$ cat src/rtl/tdm_channel_scanner_pkg.sv
// Shared types and helpers for the TDM channel scanner.
package tdm_channel_scanner_pkg;

    typedef enum logic [1:0] {
        IDLE  = 2'd0,
        SCAN  = 2'd1,
        DRAIN = 2'd2
    } scan_state_t;

    function automatic int clog2(input int v);
        int r;
        r = 0;
        for (int i = 0; i < 31; i++) begin
            if ((1 << i) < v) r = i + 1;
        end
        return r;
    endfunction

endpackage

$ cat src/rtl/tdm_channel_scanner_find.sv
// Priority finder over a skip mask: next unmasked index above cur, and lowest unmasked index.
module ch_next_find
    import tdm_channel_scanner_pkg::*;
#(
    parameter int N     = 16,
    parameter int SEL_W = clog2(N)
) (
    input  logic [N-1:0]     mask,
    input  logic [SEL_W-1:0] cur,
    output logic [SEL_W-1:0] nxt,
    output logic             nxt_found,
    output logic [SEL_W-1:0] low,
    output logic             low_found
);

    // Descending walk so the last hit written is the lowest qualifying index.
    always_comb begin
        nxt       = '0;
        nxt_found = 1'b0;
        low       = '0;
        low_found = 1'b0;
        for (int i = N - 1; i >= 0; i--) begin
            if (!mask[i]) begin
                low       = SEL_W'(i);
                low_found = 1'b1;
                if (i > int'(cur)) begin
                    nxt       = SEL_W'(i);
                    nxt_found = 1'b1;
                end
            end
        end
    end

endmodule

$ cat src/rtl/tdm_channel_scanner.sv
// N:1 channel selector with registered valid/ready output; manual mux or auto-scan over unmasked channels.
//   state | meaning
//   IDLE  | manual mux (mode=0) or waiting for start (mode=1)
//   SCAN  | loading unmasked channels in ascending order
//   DRAIN | last sample of a one-shot frame waiting for acceptance
module tdm_channel_scanner
    import tdm_channel_scanner_pkg::*;
#(
    parameter int W     = 4,
    parameter int N     = 16,
    parameter int SEL_W = clog2(N)
) (
    input  logic             clk,
    input  logic             rst,
    input  logic [N*W-1:0]   d_in,
    input  logic             mode,
    input  logic [SEL_W-1:0] sel,
    input  logic [N-1:0]     skip_mask,
    input  logic             loop,
    input  logic             start,
    input  logic             abort,
    output logic [W-1:0]     out_data,
    output logic [SEL_W-1:0] out_ch,
    output logic             out_valid,
    input  logic             out_ready,
    output logic             busy,
    output logic             frame_done
);

    scan_state_t      state;
    logic [SEL_W-1:0] ptr;
    logic [N-1:0]     mask_q;
    logic             loop_q;

    logic [N-1:0]     find_mask;
    logic [SEL_W-1:0] nxt, low;
    logic             nxt_found, low_found;
    logic [W-1:0]     sel_data, ptr_data;
    logic             load, accept;

    assign load      = !out_valid || out_ready;
    assign accept    = out_valid && out_ready;
    // Live mask drives the start search; the latched one drives advance and wrap.
    assign find_mask = (state == IDLE) ? skip_mask : mask_q;

    ch_next_find #(.N(N), .SEL_W(SEL_W)) u_find (
        .mask      (find_mask),
        .cur       (ptr),
        .nxt       (nxt),
        .nxt_found (nxt_found),
        .low       (low),
        .low_found (low_found)
    );

    // Out-of-range sel falls through to zero data.
    always_comb begin
        sel_data = '0;
        ptr_data = '0;
        for (int k = 0; k < N; k++) begin
            if (sel == SEL_W'(k)) sel_data = d_in[k*W +: W];
            if (ptr == SEL_W'(k)) ptr_data = d_in[k*W +: W];
        end
    end

    always_ff @(posedge clk) begin
        if (rst) begin
            state      <= IDLE;
            ptr        <= '0;
            mask_q     <= '0;
            loop_q     <= 1'b0;
            out_data   <= '0;
            out_ch     <= '0;
            out_valid  <= 1'b0;
            busy       <= 1'b0;
            frame_done <= 1'b0;
        end else begin
            frame_done <= 1'b0;
            case (state)
                IDLE: begin
                    if (!mode) begin
                        if (load) begin
                            out_data  <= sel_data;
                            out_ch    <= sel;
                            out_valid <= 1'b1;
                        end
                    end else begin
                        if (accept) out_valid <= 1'b0;
                        if (start) begin
                            mask_q <= skip_mask;
                            loop_q <= loop;
                            if (low_found) begin
                                ptr   <= low;
                                state <= SCAN;
                                busy  <= 1'b1;
                            end else begin
                                frame_done <= 1'b1;
                            end
                        end
                    end
                end
                SCAN: begin
                    if (abort) begin
                        state     <= IDLE;
                        busy      <= 1'b0;
                        out_valid <= 1'b0;
                    end else if (load) begin
                        out_data  <= ptr_data;
                        out_ch    <= ptr;
                        out_valid <= 1'b1;
                        if (nxt_found) begin
                            ptr <= nxt;
                        end else if (loop_q) begin
                            ptr        <= low;
                            frame_done <= 1'b1;
                        end else begin
                            state <= DRAIN;
                        end
                    end
                end
                DRAIN: begin
                    if (abort) begin
                        state     <= IDLE;
                        busy      <= 1'b0;
                        out_valid <= 1'b0;
                    end else if (accept) begin
                        state      <= IDLE;
                        busy       <= 1'b0;
                        out_valid  <= 1'b0;
                        frame_done <= 1'b1;
                    end
                end
                default: begin
                    state     <= IDLE;
                    busy      <= 1'b0;
                    out_valid <= 1'b0;
                end
            endcase
        end
    end

endmodule

$ cat config.mk
export PLATFORM = sky130hd
export DESIGN_NAME = tdm_channel_scanner
export DESIGN_NICKNAME = d
export VERILOG_FILES = /design/src/rtl/tdm_channel_scanner_pkg.sv /design/src/rtl/tdm_channel_scanner_find.sv /design/src/rtl/tdm_channel_scanner.sv
export SDC_FILE = /design/constraint.sdc
export NUM_CORES = 1
export LEC_CHECK = 0
export BUFFER_PORTS_ARGS = -buffer_cell sky130_fd_sc_hd__buf_2
export CAP_MARGIN = 20
export CORE_MARGIN = 3
export CORE_UTILIZATION = 30
export CTS_CLUSTER_DIAMETER = 200
export DETAILED_ROUTE_END_ITERATION = 8
export SYNTH_ARGS = -nofsm -noshare
export SYNTH_HDL_FRONTEND = slang
export SYNTH_SLANG_ARGS = --single-unit
$ cat constraint.sdc
create_clock -name clk -period 2.7 [get_ports clk]
set_input_delay 0.405 -clock clk [delete_from_list [all_inputs] [get_ports clk]]
set_output_delay 0.405 -clock clk [all_outputs]
set_load 0.03 [all_outputs]
After elaboration in Yosys (flattened, before gate mapping)
Cells that the tools add are included.
{ "totals": {"wordCells": 257, "output_inout_bits": 11, "regBits": 34} }
{ "op_classes": {"eq_ne": 45, "mux": 176, "reduce_logical": 12, "magnitude_cmp": 15} }
{ "ops": {"columns": ["op", "count"], "rows": [
  ["$mux 4", 93],
  ["$mux 1", 66],
  ["$eq 4x4->1 const B", 16],
  ["$eq 4x3->1 const B", 8],
  ["$gt 4x4->1 const A", 8],
  ["$pmux 4 s2", 3],
  ["$mux 2", 9],
  ["$eq 4x2->1 const B", 4],
  ["$gt 3x4->1 const A", 4],
  ["$mux 16", 1],
  ["$ne 2x2->1 const B", 8],
  ["$ne 3x3->1 const B", 5],
  ["$reduce_and 7->1", 2],
  ["$reduce_and 5->1", 2],
  ["$pmux 1 s3", 3],
  ["$eq 4x1->1 const B", 2],
  ["$gt 2x4->1 const A", 2],
  ["$logic_not 4->1", 2],
  ["$pmux 2 s3", 1],
  ["$gt 1x4->1 const A", 1],
  ["$reduce_and 3->1", 1],
  ["$eq 2x1->1 const B", 1],
  ["$eq 2x2->1 const B", 1],
  ["$logic_not 2->1", 1],
  ["4 further kinds", 4]
]} }

Depth between registers and ports, before layout
{ "depth": {"word_depth": 35, "ltp_mapped": 11} }

By module
A second synthesis with hierarchy kept.
{ "unflattened": {"hier_cells": 448, "hier_area_um2": 3450.8} }
{ "modules_own_cells": {"columns": ["module", "n_inst", "area_each_um2", "cells_per_inst"], "rows": [
  ["tdm_channel_scanner", 1, 2840.2, 335],
  ["ch_next_find", 1, 610.6, 113]
]} }

Worst setup path after synthesis
No wires, ideal clock.
{ "synth_path": {"kind": "register to register", "start": "reg state[0]", "end": "reg ptr[0]", "stages_incl_launch_ff": 10, "arrival_ns": 2.407, "period_less_slack_ns": 2.498, "setup_slack_ns": 0.202, "setup_ns": 0.091, "cell_sequence": "dfxtp_1 buf_6 nor2_1 mux2_2 o32ai_2 nor3_1 and3_1 clkbuf_2 or4_1 a311oi_1"} }
{ "synth_via": {"elab_chain_len": 35, "elab_cells_between_ends": 109} }
{ "synth_rtl": {"columns": ["element", "line_no", "text"], "rows": [
  ["start: declaration", "tdm_channel_scanner.sv:30", "scan_state_t state;"],
  ["start signal: assignment", "tdm_channel_scanner.sv:67", "state <= IDLE;"],
  ["start signal: assignment", "tdm_channel_scanner.sv:93", "state <= SCAN;"],
  ["start signal: assignment", "tdm_channel_scanner.sv:103", "state <= IDLE;"],
  ["$logic_not 2->1", "tdm_channel_scanner.sv:44, tdm_channel_scanner.sv:78", null],
  ["$mux 16", "tdm_channel_scanner.sv:44", "assign find_mask = (state == IDLE) ? skip_mask : mask_q;"],
  ["$mux 4 / $mux 1 (equally long branches)", "tdm_channel_scanner_find.sv:23", "if (!mask[i]) begin"],
  ["$mux 4 / $mux 1 (equally long branches)", "tdm_channel_scanner_find.sv:26", "if (i > int'(cur)) begin"],
  ["$mux 4 / $mux 1 (equally long branches)", "tdm_channel_scanner_find.sv:23", null],
  ["$mux 4 / $mux 1 (equally long branches)", "tdm_channel_scanner_find.sv:26", null],
  ["$mux 4 / $mux 1 (equally long branches)", "tdm_channel_scanner_find.sv:23", null],
  ["$mux 4 / $mux 1 (equally long branches)", "tdm_channel_scanner_find.sv:26", null],
  ["[... 19 more ...]", null, null],
  ["$mux 4 / $mux 1 (equally long branches)", "tdm_channel_scanner_find.sv:26", null],
  ["$mux 4 / $mux 1 (equally long branches)", "tdm_channel_scanner_find.sv:23", null],
  ["$mux 4 / $mux 1 (equally long branches)", "tdm_channel_scanner_find.sv:26", null],
  ["$mux 4 / $mux 1 (equally long branches)", "tdm_channel_scanner_find.sv:23", null],
  ["$mux 4", "tdm_channel_scanner.sv:110", "if (nxt_found) begin"],
  ["$mux 4", "tdm_channel_scanner.sv:106", "end else if (load) begin"],
  ["$mux 4", "tdm_channel_scanner.sv:102", "if (abort) begin"],
  ["$pmux 4 s2", "tdm_channel_scanner.sv:78", "case (state)"],
  ["end signal: assignment", "tdm_channel_scanner.sv:92", "ptr <= low;"],
  ["end signal: assignment", "tdm_channel_scanner.sv:111", "ptr <= nxt;"],
  ["end signal: assignment", "tdm_channel_scanner.sv:113", "ptr <= low;"],
  ["end: declaration", "tdm_channel_scanner.sv:31", "logic [SEL_W-1:0] ptr;"]
]} }
Several ways; a longest one is shown, not always the timed one. The select of a mux whose other input is x is not followed.
A chain may end at the register's enable or synchronous reset.

Final worst setup path
{ "layout_path": {"start": "reg state[1]", "end": "reg ptr[0]"} }
The elaborated chain is that of the path after synthesis.

==> impl_metrics.toml <==
[setup_path]
crit_fanout = 21
cpPeakStageDelay_ps = 480
cp-end-kind = "flip-flop"
cp_common_cell = "or4_1"
cp_top_family = "compound AO/OA/AOI/OAI gates"
cp.arrival_ps = 2760
critPathBufInv = 1
crit_type = "flip-flop to flip-flop"
required_ps = 2890
critPathSlowestCell = "or4_1"
startpoint_type = "flip-flop"
path_cells = "buf_12, or4_1, o311a_1, a221oi_2, o221ai_1, o211a_1, or4_1, a311oi_2"

[floorplanning]
start_util_pct = 31.5
io_pins = 102
die_w_um = 120
rows = 40
die_y_um = 120
dieArea_sq_um = 14300
core_area_sq_um = 12300

[synthesis]
synth_fa_ha_area_share_pct = 0
synthFlopType = "dfxtp_1"
syn-num-nets = 632
synth_top_family_by_area = "compound AO/OA/AOI/OAI gates"
yosysTopAreaCell = "dfxtp_1"
synth_edf_count = 0
seq_area_frac_synth_pct = 17.6
syn_area_sq_um = 3880
synth_top_area_share_pct = 17.6
synth_most_common_cell = "nand2_1"
ys_top_cells_by_area = "dfxtp_1 18%, nand2_1 8.4%, mux4_2 8.1%, a21oi_1 5.6%, o21ai_0 4.8%"
async_flop_share_pct = 0
synth-simple-area-share_pct = 28.1
yosys-top-cells-count = "87 x nand2_1, 43 x a21oi_1, 39 x nor2_1"
post_synth_num_cell_types = 68
synthCells = 541
synth-compound-area-share_pct = 34.0
synthXorXnorAreaFrac_pct = 0
synth.area.mux_share_pct = 13.6
ys_warn_count = 0
syn_avg_cell_area_sq_um = 7.16
ys_ff_latch = 34

[grt]
grt.met1_usage_pct = 28.1
grt_pass1_wl_um = 23700
grt_pass1_vias = 4561
grt_overflow_total = 0
grt.busiest_layer = "met2"
grt_start_max_net_pins = 40
grtUsageMet2_pct = 32.2
track_usage_pct = 20.1
met3_usage_pct = 3.53
antenna_found_initial = 0

[cts]
cts_buffers = 5
cts_buffer_depth = 2
clk_latency_ps = 280
h-tree-depth = 2
cts.clk_slew.worst_paths_ps = 60
clockRootBuffer = "clkbuf_16"
clkSinkCount = 34
cts_tree = "built"

[routing]
routed_wl_um = 14600
drc = 0
ant_nets = 0
vias = 4746
dr.pass1.iters = 6
drtIter0Drc = 521
viasPerCell = 5.90
wl_per_cell_um = 18.1

[flow_run]
drv_cap = 0

[sta]
setup_viol = 0
fin_setup_tns_ps = 0
slew_violations = 0
rsz0062_at_grt = "false"
tightestPinTransition_ps = 654
setup_ws_ps = 131
hold_viol = 0
final.min_clock_period_ps = 2570
slew_headroom_pct = 56.4
skew_ps = 4.01
fmax_ghz = 0.389
finalCritPeriodShare_pct = 95.2

[layout]
n_fill_cell = 1307
stdcell_area_sq_um = 4880
area_delta_synth_final_pct = 25.9
fin_util_pct = 39.6
antennaDiodeCount = 0
drive_gt1_share_pct = 30.5
num-nets-final = 728

[hold_path]
hp-class = "input port to flip-flop"

[place]
portBuffers = 101
finalWeightedCongestion = 0.944
dpl.hpwl_um = 11300
dpl_cell_area_sq_um = 4660
post-place-ws_ps = 29.9

[run_status]
status = "finished clean"

[pwr]
p_leak_uw = 0.00187
power.density_nw_per_um2 = 407
ir_drop_v = 0.000320
total_power_uw = 1990
routing by layer:
| metal | vias up | wire length [um] |
|---|---|---|
| met2 | 208 | 6770 |
| met3 | 12 | 1020 |
| met4 | 0 | 192 |
| li1 | 2255 | - |
| met5 | - | 0 |
| met1 | 2271 | 6570 |
power by group:
part | leakage [uW] | switching, uW | internal [uW] | total [uW]
logic | 0.00151 | 421 | 322 | 743
registers | 0.000279 | 31.3 | 537 | 568
clock network | 0.0000829 | 221 | 455 | 676
total | 0.00187 | 673 | 1310 | 1990
path summary, 6_finish.rpt:
kind / from / to / slack [ps] / depth (start not counted)
setup / recovery: state[1] / ptr[0] / 130 / 8
hold / removal: loop / loop_q / 360 / 3
setup reg to reg: state[1] / ptr[0] / 130 / 8
hold reg to reg: mask_q[4] / mask_q[4] / 470 / 2
registers in the layout, summed over array words and instances (netlist names):
signal and cells:
busy 1, frame_done 1, loop_q 1, mask_q 16, out_ch 4, out_data 4, out_valid 1, ptr 4
state 2
what timing repair did:
| action | CTS | global route |
|---|---|---|
| hold buffers | 0 | 0 |
| endpoints found under the hold margin | 0 | 0 |
| buffers inserted | 0 | 0 |
| setup endpoints to repair | 0 | 5 |
| resized for setup | 0 | 10 |
stage by stage:
step           hold slack [ps]  std cells
2_1_floorplan              446        541
3_3_place_gp               458        798
3_5_place_dp               466        798
4_1_cts                    361        805
5_1_grt                    370        805
6_report                   360        805
final cells by class:
type	count	area (sq um)	area share (%)
repair buffers	136	793	16.3
clock inverters	1	30.0	0.615
multi-input cells	448	2980	61.1
flip-flops and latches	34	682	14.0
inverters	12	45.0	0.923
clock buffers	6	139	2.85
well taps	168	210	4.31
placed cells by master (no fill, tap or decap), types with 14 or more instances in the layout:
master    instances
nand3_1          16
nor2_1           38
a21oi_1          43
buf_4            33
o21ai_0          36
dfxtp_1          33
mux4_2           14
o211ai_1         19
nand2_1          87
buf_2           101
kinds of logic after synthesis:
kind of cell	after synthesis
DFF	34
AOI/OAI and AO/OA	191
buffers and inverters	59
muxes	34
and+or+nand+nor	223
worst reg2reg max path, cell delays in order (launching register included):
cell	delay (ps)
dfxtp_1	370
buf_12	180
or4_1	400
o311a_1	160
a221oi_2	280
o221ai_1	170
o211a_1	210
or4_1	480
a311oi_2	240
(Power assumes the default switching activity.)
